### src/rtl/tl_pkg.sv
// Shared definitions for the traffic light conflict monitor: lamp codes,
// fault codes and the monitor state encoding.
package tl_pkg;

    localparam logic [1:0] LAMP_RED     = 2'b00;
    localparam logic [1:0] LAMP_YELLOW  = 2'b01;
    localparam logic [1:0] LAMP_GREEN   = 2'b10;
    localparam logic [1:0] LAMP_INVALID = 2'b11;

    localparam logic [2:0] FC_NONE      = 3'b000;
    localparam logic [2:0] FC_CONFLICT  = 3'b001;
    localparam logic [2:0] FC_INVALID   = 3'b010;
    localparam logic [2:0] FC_BAD_TRANS = 3'b011;
    localparam logic [2:0] FC_SHORT_YEL = 3'b100;

    typedef enum logic [1:0] {
        ST_MONITOR = 2'b00,
        ST_FAULT   = 2'b01,
        ST_RECOVER = 2'b10
    } mon_state_e;

    // A lamp is "lit" for conflict purposes whenever it is not RED
    function automatic logic is_lit(input logic [1:0] code);
        return code != LAMP_RED;
    endfunction

endpackage

### src/rtl/tl_phase_checker.sv
// Per-signal phase checker: remembers the last accepted lamp code and the
// length of the current YELLOW run, and flags invalid codes, illegal phase
// steps and a YELLOW phase that ended too early.
module tl_phase_checker
    import tl_pkg::*;
#(
    parameter int unsigned MIN_YELLOW = 3
) (
    input  logic       clk_i,
    input  logic       clear_n_i,
    input  logic [1:0] code_i,
    input  logic       update_i,
    input  logic       restart_i,
    output logic       invalid_o,
    output logic       bad_trans_o,
    output logic       short_yellow_o
);

    localparam logic [7:0] MIN_YEL_C = 8'(MIN_YELLOW);

    logic [1:0] prev_q, prev_d;
    logic [7:0] ycnt_q, ycnt_d;

    // Next history: restart forces RED/zero, an accepted cycle records the code
    always_comb begin
        prev_d = prev_q;
        ycnt_d = ycnt_q;
        if (restart_i) begin
            prev_d = LAMP_RED;
            ycnt_d = 8'd0;
        end else if (update_i) begin
            prev_d = code_i;
            if (code_i == LAMP_YELLOW) begin
                ycnt_d = (ycnt_q == 8'hFF) ? 8'hFF : ycnt_q + 8'd1;
            end else begin
                ycnt_d = 8'd0;
            end
        end
    end

    // History registers
    always_ff @(posedge clk_i or negedge clear_n_i) begin
        if (!clear_n_i) begin
            prev_q <= LAMP_RED;
            ycnt_q <= 8'd0;
        end else begin
            prev_q <= prev_d;
            ycnt_q <= ycnt_d;
        end
    end

    assign invalid_o      = (code_i == LAMP_INVALID);
    assign bad_trans_o    = ((prev_q == LAMP_GREEN)  && (code_i == LAMP_RED))    ||
                            ((prev_q == LAMP_RED)    && (code_i == LAMP_YELLOW)) ||
                            ((prev_q == LAMP_YELLOW) && (code_i == LAMP_GREEN));
    assign short_yellow_o = (prev_q == LAMP_YELLOW) && (code_i == LAMP_RED) &&
                            (ycnt_q < MIN_YEL_C);

endmodule

### src/rtl/traffic_conflict_monitor.sv
// Safety stage between the light FSM and the lamp drivers. Forwards legal
// lamp codes one cycle late; on the first violation it latches the fault,
// blanks all lamps to RED with flashing, and waits for an acknowledge plus
// a sustained all-RED input before resuming.
module traffic_conflict_monitor
    import tl_pkg::*;
#(
    parameter int unsigned MIN_YELLOW     = 3,
    parameter int unsigned FLASH_HALF     = 4,
    parameter int unsigned RECOVER_CYCLES = 8
) (
    input  logic       clk_i,
    input  logic       clear_n_i,
    input  logic [1:0] ns_i,
    input  logic [1:0] sn_i,
    input  logic [1:0] ew_i,
    input  logic [1:0] we_i,
    input  logic       fault_ack_i,
    output logic [1:0] ns_o,
    output logic [1:0] sn_o,
    output logic [1:0] ew_o,
    output logic [1:0] we_o,
    output logic       flash_o,
    output logic       fault_o,
    output logic [2:0] fault_code_o,
    output logic [3:0] fault_src_o
);

    localparam logic [7:0] FLASH_LAST   = 8'(FLASH_HALF - 1);
    localparam logic [7:0] RECOVER_LAST = 8'(RECOVER_CYCLES - 1);

    // Bit 3..0 of every per-signal vector = NS, SN, EW, WE
    logic [7:0] codes;
    logic [3:0] lit, invalid, bad_trans, short_yel;
    logic       conflict;
    logic [2:0] det_code;
    logic [3:0] det_src;
    logic       upd, restart;

    mon_state_e state_q, state_d;
    logic [7:0] out_q, out_d;
    logic       flash_q, flash_d;
    logic       fault_q, fault_d;
    logic [2:0] code_q, code_d;
    logic [3:0] src_q, src_d;
    logic [7:0] fcnt_q, fcnt_d;
    logic [7:0] rcnt_q, rcnt_d;

    assign codes = {ns_i, sn_i, ew_i, we_i};

    for (genvar g = 0; g < 4; g++) begin : g_chk
        assign lit[g] = is_lit(codes[2*g+1 -: 2]);

        tl_phase_checker #(
            .MIN_YELLOW(MIN_YELLOW)
        ) u_chk (
            .clk_i         (clk_i),
            .clear_n_i     (clear_n_i),
            .code_i        (codes[2*g+1 -: 2]),
            .update_i      (upd),
            .restart_i     (restart),
            .invalid_o     (invalid[g]),
            .bad_trans_o   (bad_trans[g]),
            .short_yellow_o(short_yel[g])
        );
    end

    // Priority encoder: conflict > invalid > bad transition > short yellow
    always_comb begin
        conflict = (lit[3] | lit[2]) & (lit[1] | lit[0]);
        det_code = FC_NONE;
        det_src  = 4'b0000;
        if (conflict) begin
            det_code = FC_CONFLICT;
            det_src  = lit;
        end else if (|invalid) begin
            det_code = FC_INVALID;
            det_src  = invalid;
        end else if (|bad_trans) begin
            det_code = FC_BAD_TRANS;
            det_src  = bad_trans;
        end else if (|short_yel) begin
            det_code = FC_SHORT_YEL;
            det_src  = short_yel;
        end
    end

    // Monitor FSM: next state, lamp outputs, fault latch, flash and recover counters
    always_comb begin
        state_d = state_q;
        out_d   = out_q;
        flash_d = flash_q;
        fault_d = fault_q;
        code_d  = code_q;
        src_d   = src_q;
        fcnt_d  = fcnt_q;
        rcnt_d  = rcnt_q;
        upd     = 1'b0;
        restart = 1'b0;

        if (state_q != ST_MONITOR) begin
            if (fcnt_q >= FLASH_LAST) begin
                fcnt_d  = 8'd0;
                flash_d = ~flash_q;
            end else begin
                fcnt_d = fcnt_q + 8'd1;
            end
        end

        case (state_q)
            ST_MONITOR: begin
                if (det_code != FC_NONE) begin
                    state_d = ST_FAULT;
                    out_d   = 8'h00;
                    fault_d = 1'b1;
                    code_d  = det_code;
                    src_d   = det_src;
                    flash_d = 1'b0;
                    fcnt_d  = 8'd0;
                    rcnt_d  = 8'd0;
                end else begin
                    out_d = codes;
                    upd   = 1'b1;
                end
            end
            ST_FAULT: begin
                out_d = 8'h00;
                if (fault_ack_i) begin
                    state_d = ST_RECOVER;
                    rcnt_d  = 8'd0;
                end
            end
            ST_RECOVER: begin
                out_d = 8'h00;
                if (codes == 8'h00) begin
                    if (rcnt_q >= RECOVER_LAST) begin
                        state_d = ST_MONITOR;
                        fault_d = 1'b0;
                        code_d  = FC_NONE;
                        src_d   = 4'b0000;
                        flash_d = 1'b1;
                        fcnt_d  = 8'd0;
                        rcnt_d  = 8'd0;
                        restart = 1'b1;
                    end else begin
                        rcnt_d = rcnt_q + 8'd1;
                    end
                end else begin
                    rcnt_d = 8'd0;
                end
            end
            default: begin
                state_d = ST_MONITOR;
            end
        endcase
    end

    // State and output registers
    always_ff @(posedge clk_i or negedge clear_n_i) begin
        if (!clear_n_i) begin
            state_q <= ST_MONITOR;
            out_q   <= 8'h00;
            flash_q <= 1'b1;
            fault_q <= 1'b0;
            code_q  <= FC_NONE;
            src_q   <= 4'b0000;
            fcnt_q  <= 8'd0;
            rcnt_q  <= 8'd0;
        end else begin
            state_q <= state_d;
            out_q   <= out_d;
            flash_q <= flash_d;
            fault_q <= fault_d;
            code_q  <= code_d;
            src_q   <= src_d;
            fcnt_q  <= fcnt_d;
            rcnt_q  <= rcnt_d;
        end
    end

    assign ns_o         = out_q[7:6];
    assign sn_o         = out_q[5:4];
    assign ew_o         = out_q[3:2];
    assign we_o         = out_q[1:0];
    assign flash_o      = flash_q;
    assign fault_o      = fault_q;
    assign fault_code_o = code_q;
    assign fault_src_o  = src_q;

endmodule

### config.mk
export PLATFORM = sky130hd
export DESIGN_NAME = traffic_conflict_monitor
export DESIGN_NICKNAME = d
export VERILOG_FILES = /design/src/rtl/tl_pkg.sv /design/src/rtl/tl_phase_checker.sv /design/src/rtl/traffic_conflict_monitor.sv
export SDC_FILE = /design/constraint.sdc
export NUM_CORES = 1
export LEC_CHECK = 0
export CAP_MARGIN = 20
export CORE_UTILIZATION = 55
export DETAILED_ROUTE_END_ITERATION = 8
export PLACE_DENSITY = 0.82
export SKIP_CTS_REPAIR_TIMING = 1
export SLEW_MARGIN = 10
export SYNTH_ARGS = -nofsm -noshare
export SYNTH_HDL_FRONTEND = slang
export SYNTH_HIERARCHICAL = 1
export SYNTH_SLANG_ARGS = --single-unit
### constraint.sdc
create_clock -name clk_i -period 3.35 [get_ports clk_i]
set_clock_uncertainty 0.1 [all_clocks]
set_input_delay 0.67 -clock clk_i [delete_from_list [all_inputs] [get_ports clk_i]]
set_output_delay 0.67 -clock clk_i [all_outputs]
set_load 0.01 [all_outputs]
After elaboration in Yosys (flattened, before gate mapping) --
Index checks and enable logic that the tools add are counted.
Storage, ports and cells: flip-flop bits (word level) 75, output and inout bits 17, word-level logic and storage cells 190
Cells by class: add/subtract/negate cells 6, $lt $le $gt $ge 6, eq/ne operators 30, muxes and demuxes 73, bitwise operators 4, reduce and logical (&&, ||, !) cells 55
Operator list (number):
- 2-to-1 mux 8 bit | 26
- adder 8 x 1 -> 8 bit, second input constant | 6
- == test 8 bit, second input constant | 4
- < comparator 8 x 2 -> 1 bit, second input constant | 4
- case mux 8 bit (2 select lines) | 2
- 2-to-1 mux 4 bit | 7
- == test 2 bit, second input constant | 13
- 2-to-1 mux 2 bit | 12
- case mux 8 bit (3 select lines) | 1
- 2-to-1 mux 3 bit | 7
- logical AND 1 bit | 20
- == test 2 x 1 -> 1 bit, second input constant | 9
- zero test 2 bit | 9
- nonzero test 2 bit | 8
- 2-to-1 mux 1 bit | 13
- OR reduction 4 bit | 3
- >= comparator 8 x 2 -> 1 bit, second input constant | 1
- >= comparator 8 x 3 -> 1 bit, second input constant | 1
- zero test 8 bit | 1
- logical OR 1 bit | 8
- inequality test 2 bit, second input constant | 4
- case mux 4 bit (2 select lines) | 1
- AND reduction 4 bit | 2
- case mux 2 bit (3 select lines) | 1
- 8 further kinds | 11

Depth between registers and ports, before layout --
word-level depth 13, gate-level depth with buffers 13

By module --
Netlist, hierarchy kept.
By module, submodules not included:
- tl_phase_checker | times used 4, cells each 73, area an instance 691.9 µm², seq. area each 250.2 µm²
- traffic_conflict_monitor | times used 1, cells each 180, area an instance 1926.8 µm², seq. area each 877.1 µm²

Worst setup path after synthesis --
OpenSTA, ideal clock, no wires.
path type in2reg, from input port we_i[0], to register g_chk[0].u_chk.ycnt_q[5], arrival time 2775 ps, required time 3181 ps, setup slack 406 ps, stages 11, path buffers 2, cells stage by stage xnor2_1 -> o31ai_1 -> nor4_4 -> o2111ai_2 -> or2_1 -> buf_6 -> clkinv_4 -> buf_6 -> nand4bb_4 -> or4_1 -> nand3_1
Between the ends: cells in the longest elaborated chain, start to end 12, elaborated cells between the ends (all ways) 31, those cells by class eq/ne: 3; mux: 11; bitwise: 2; reduce/logical: 15
Ends and longest elaborated chain:
- from (decl) | line traffic_conflict_monitor.sv:17 | input logic [1:0] we_i,
- == test 2 x 1 -> 1 bit or zero test 2 bit (tied branches) | line tl_phase_checker.sv:54, tl_phase_checker.sv:53
- logical AND 1 bit (on tied branches) | line tl_phase_checker.sv:54, tl_phase_checker.sv:53
- logical OR 1 bit | line tl_phase_checker.sv:53 | assign bad_trans_o = ((prev_q == LAMP_GREEN) && (code_i == LAMP_RED)) ||
- logical OR 1 bit (*) | line tl_phase_checker.sv:54 | ((prev_q == LAMP_RED) && (code_i == LAMP_YELLOW)) ||
- via bad_trans[0] | line traffic_conflict_monitor.sv:34 | logic [3:0] lit, invalid, bad_trans, short_yel;
- OR reduction 4 bit (*) | line traffic_conflict_monitor.sv:79 | end else if (|bad_trans) begin
- 2-to-1 mux 3 bit (*) | line traffic_conflict_monitor.sv:79
- 2-to-1 mux 3 bit (*) | line traffic_conflict_monitor.sv:76 | end else if (|invalid) begin
- 2-to-1 mux 3 bit (*) | line traffic_conflict_monitor.sv:73 | if (conflict) begin
- nonzero test 3 bit (*) | line traffic_conflict_monitor.sv:112 | if (det_code != FC_NONE) begin
- 2-to-1 mux 1 bit (*) | line traffic_conflict_monitor.sv:112
- 2-to-1 mux 1 bit (*) | line traffic_conflict_monitor.sv:110 | case (state_q)
- via upd | line traffic_conflict_monitor.sv:38 | logic upd, restart;
- nonzero test 2 bit (no line) (*)
- to (signal assigned) | line tl_phase_checker.sv:48 | ycnt_q <= ycnt_d;
- to (decl) | line tl_phase_checker.sv:22 | logic [7:0] ycnt_q, ycnt_d;
Mark *: on every way through the listed nets, which the timed path passes. The rest lies on a longest branch. The select of a mux whose other input is x is not followed. A chain may end at the register's enable or synchronous reset.

Final worst setup path --
from input port we_i[0], to register g_chk[3].u_chk.ycnt_q[7]
Between the ends: cells in the longest elaborated chain, start to end 12, elaborated cells between the ends (all ways) 29, those cells by class eq/ne: 3; mux: 9; bitwise: 2; reduce/logical: 15
Ends and longest elaborated chain (line):
- == test 2 x 1 -> 1 bit or zero test 2 bit (tied branches) | tl_phase_checker.sv:54, tl_phase_checker.sv:53
- logical AND 1 bit (on tied branches) | tl_phase_checker.sv:54, tl_phase_checker.sv:53
- logical OR 1 bit | tl_phase_checker.sv:53
- logical OR 1 bit (*) | tl_phase_checker.sv:54
- via bad_trans[0] | traffic_conflict_monitor.sv:34
- OR reduction 4 bit (*) | traffic_conflict_monitor.sv:79
- 2-to-1 mux 3 bit (*) | traffic_conflict_monitor.sv:79
- 2-to-1 mux 3 bit (*) | traffic_conflict_monitor.sv:76
- 2-to-1 mux 3 bit (*) | traffic_conflict_monitor.sv:73
- nonzero test 3 bit (*) | traffic_conflict_monitor.sv:112
- 2-to-1 mux 1 bit (*) | traffic_conflict_monitor.sv:112
- 2-to-1 mux 1 bit (*) | traffic_conflict_monitor.sv:110
- via upd | traffic_conflict_monitor.sv:38
- nonzero test 2 bit (no line) (*)
- to (signal assigned) | tl_phase_checker.sv:48
- to (decl) | tl_phase_checker.sv:22
Mark *: on every way through the listed nets, which the timed path passes. The rest lies on a longest branch.

==> summary.txt <==
Setup path
  • Worst Setup End Kind: register
  • Cell with the largest stage delay on the worst path: clkdlybuf4s50_1
  • Worst endpoint required time: roughly 3.5 ns
  • CP max FO: 17
  • Crit-path cells: clkdlybuf4s50_1, xnor2_1, o31ai_1, nor4_4, o2111ai_2, or2_1, clkinv_4, buf_4, nor2_1, a21oi_1, nor3b_1
  • Worst path max stage delay: around 0.6 ns
  • Worst EP arrival: 3.35 ns
  • Element type at the critical path start: input port
  • Critical path class: input port to register

Job
  • MaxCap Viol Count: 0

Pwr
  • Sw Share: 0.339
  • Clk network pwr share: 0.273
  • Combinational Power Share: 0.307
  • Switching power total: ~980 uW
  • Power Total: 2.88 mW
  • VDD IR max: about 280 uV
  • P per Cell Area: approximately 520 nW/um^2
  • P_int: 1.90 mW
  • Share of total power in sequential cells: 0.420
  • Leak Pwr: approximately 2.4 nW

Finish
  • Post-layout nets: between 500 and 600
  • Post-Layout Cell Count: 650
  • Final Instance Area: about 5500 sq um
  • Area delta synth->final: 18.1%
  • Diodes inserted: 0
  • Layout cells sized above 1: 0.200

GRT
  • Total track usage: 0.266
  • Vias in the first global route: roughly 3.8k
  • Grt total ovfl: 0
  • Initial antenna violation count: 0
  • Largest net degree at the start of global routing: between 70 and 80
  • First-pass GRT wire length: about 18000 um

Synth
  • Count of different cell masters after synthesis: between 60 and 70
  • Syn_nets: 495
  • Synthesized cell area: ~4700 sq um
  • Flops & latches, synth: 75
  • Synthesis Warnings: 6
  • EDFF count, synth: 0
  • Mean Syn Cell Area: 9.95 sq um
  • Prevailing post-synth register cell: dfrtp_1
  • Seq/Total Area, Yosys: 0.400
  • Cell count after synthesis: 472
  • FFs w/ async S/R, synth: 1.00

Clock network
  • CTS max path bufs: 2
  • Skew-Pair Late Insertion Delay: 0.35 ns
  • CTS tree: yes
  • Num CTS Buffers: 9
  • Clock sink total: between 70 and 80
  • H-tree depth: 3
  • Clock slew at reported path FFs: approximately 0.08 ns
  • CTS root buffer: clkbuf_8

Route
  • DRC viols: 0
  • Iteration-0 DRC count of the detailed router: between 200 and 250
  • WL per Instance: approximately 17 um
  • Via count: about 4.0k
  • Final wirelength: approximately 11000 um
  • TritonRoute pass-1 iters: 5
  • Vias per cell: about 6.2
  • Detail Route Antenna Nets: 0

Place
  • Placed Instances: roughly 630
  • Placed Area: 5310 sq um
  • IO buf count: 27
  • Hpwl dp: around 8000 um
  • GPL Wtd Cong: slightly above 0.9

Outcome
  • Status: finished, final reports clean

STA
  • Final setup viols: 0
  • Hold Vio Cnt, Final: 0
  • Achievable Freq: between 0.3 and 0.4 GHz
  • Setup TNS: 0 ns
  • Worst slew pin tran: 0.928 ns
  • Tmin final: 3.18 ns
  • Slew margin rel.: 0.382
  • RSZ-0062 raised after global routing: no
  • Tcrit/Tclk final: 0.949
  • Max Slew Vio Count: 0

Floorplan
  • Initial Util: 0.568
  • Core Region: 8260 sq um
  • # rows: 33
  • I/O Pins: 28
  • DIE HEIGHT: approximately 94 um
  • DIE AREA: 8910 sq um
  • Chip width: 94.4 um

Hold path
  • HP Class: input port to asynchronous set/reset pin
[cell usage after synthesis, types with 3 or more instances]
| master | n | area share |
|---|---|---|
| a21oi_1 | 22 | 0.023 |
| nand4_1 | 14 | 0.019 |
| o22ai_1 | 14 | 0.019 |
| nand2_1 | 29 | 0.023 |
| nor3_1 | 10 | 0.011 |
| a22o_1 | 20 | 0.037 |
| a31oi_1 | 7 | 0.0093 |
| a21o_1 | 8 | 0.013 |
| ha_1 | 12 | 0.032 |
| mux2i_1 | 9 | 0.019 |
| nor2_1 | 33 | 0.026 |
| buf_6 | 13 | 0.031 |
| xnor2_1 | 6 | 0.011 |
| clkbuf_2 | 4 | 0.0043 |
| nand2b_1 | 5 | 0.0067 |
| or4_1 | 7 | 0.011 |
| nand3_1 | 22 | 0.023 |
| nor4b_1 | 4 | 0.0075 |
| nor3b_1 | 12 | 0.019 |
| inv_1 | 15 | 0.012 |
| o21a_1 | 4 | 0.0064 |
| a32oi_1 | 4 | 0.0075 |
| nor4_1 | 15 | 0.020 |
| a41oi_1 | 4 | 0.0075 |
| o21bai_1 | 4 | 0.0064 |
| buf_4 | 5 | 0.0080 |
| a211oi_1 | 3 | 0.0048 |
| nor4_4 | 3 | 0.014 |
| xor2_1 | 4 | 0.0075 |
| and3_1 | 9 | 0.012 |
| o211ai_1 | 5 | 0.0080 |
| a211o_2 | 4 | 0.0085 |
| o21ai_0 | 17 | 0.018 |
| dfrtp_1 | 74 | 0.39 |
| and2_1 | 6 | 0.0080 |
| and3_2 | 4 | 0.0064 |
| nand4bb_4 | 4 | 0.023 |
| buf_2 | 4 | 0.0043 |
| and4bb_2 | 4 | 0.011 |
| o31ai_1 | 5 | 0.0080 |
[state kept, by name (all words and copies together), names as in the netlist]
| signal | count |
|---|---|
| rcnt_q | 8 |
| g_chk.u_chk/prev_q | 8 |
| flash_o | 1 |
| fcnt_q | 8 |
| fault_code_o | 3 |
| out_q | 8 |
| state_q | 2 |
| fault_o | 1 |
| fault_src_o | 4 |
| g_chk.u_chk/ycnt_q | 32 |
[power by group through the flow]
stage	sequential (mW)	combinational [mW]	clock (mW)
after detailed placement	1.22	0.879	0
after global placement	1.21	0.846	0
final	1.21	0.883	0.785
after global routing	1.22	0.971	0.848
after CTS	1.20	0.882	0.800
after floorplan	1.19	0.552	0
[path summary, 6_finish.rpt]
kind                                           from                  endpoint  slack [ns]  cells past startpoint
setup / recovery                            we_i[0]  g_chk[3].u_chk/ycnt_q[7]        0.17                     11
hold / removal                            clear_n_i                 fcnt_q[3]        0.35                      1
setup reg to reg           g_chk[0].u_chk/ycnt_q[0]  g_chk[1].u_chk/ycnt_q[5]        0.46                      9
hold reg to reg                            out_q[5]                  out_q[5]        0.42                      1
max in group asynchronous                 clear_n_i                  out_q[1]        2.19                      1
min in group clk_i                         out_q[5]                  out_q[5]        0.42                      1
[worst max-delay path: cells and delay by family]
kind	cells	cell delay (ns)
XOR/XNOR	1	0.11
buffers and inverters	3	1.00
AO/OA/AOI/OAI	3	0.73
AND/OR/NAND/NOR	4	0.82
[final cells by class]
cell class,instances,area [sq um]
Multi-Input combinational cell,354,2530
Clock inverter,6,88.8
Sequential cell,75,1880
Tap cell,105,131
Inverter,16,65.1
Timing Repair Buffer,84,708
Clock buffer,10,138
Fill cell,647,2720
[kinds of logic after synthesis]
| kind of cell | share of synthesized area |
|---|---|
| simple gates | 0.260 |
| compound gates | 0.205 |
| flops | 0.400 |
| buf+inv | 0.0624 |
| fa+ha+maj | 0.0320 |
| xor+xnor | 0.0187 |
| mux | 0.0216 |
[cell usage in the layout, fill, tap and decap left out, types with 15 or more instances in the layout]
cell type,instances
nand2_1,29
buf_4,57
nor4_1,15
a21oi_1,22
o21ai_0,17
nand3_1,22
a22o_1,20
clkdlybuf4s50_1,26
dfrtp_1,74
inv_1,15
nor2_1,33
[routing by layer]
| layer | vias to the layer above | global-route usage | part of all wire |
|---|---|---|---|
| met5 | - | 0 | 0 |
| met4 | 0 | 0.0615 | 0.012 |
| met3 | 17 | 0.0548 | 0.043 |
| met2 | 112 | 0.438 | 0.49 |
| met1 | 1974 | 0.359 | 0.45 |
| li1 | 1931 | - | - |
[metrics by stage]
stage,hold slack [ns],util,setup WS (ns)
detailed placement,0.400,0.643,-0.193
finish,0.353,0.671,0.171
CTS,0.386,0.670,0.183
global route,0.438,0.671,0.0146
floorplan,0.274,-,0.406
global placement,0.389,0.643,-0.0892
Power figures use the tool's default switching activity.
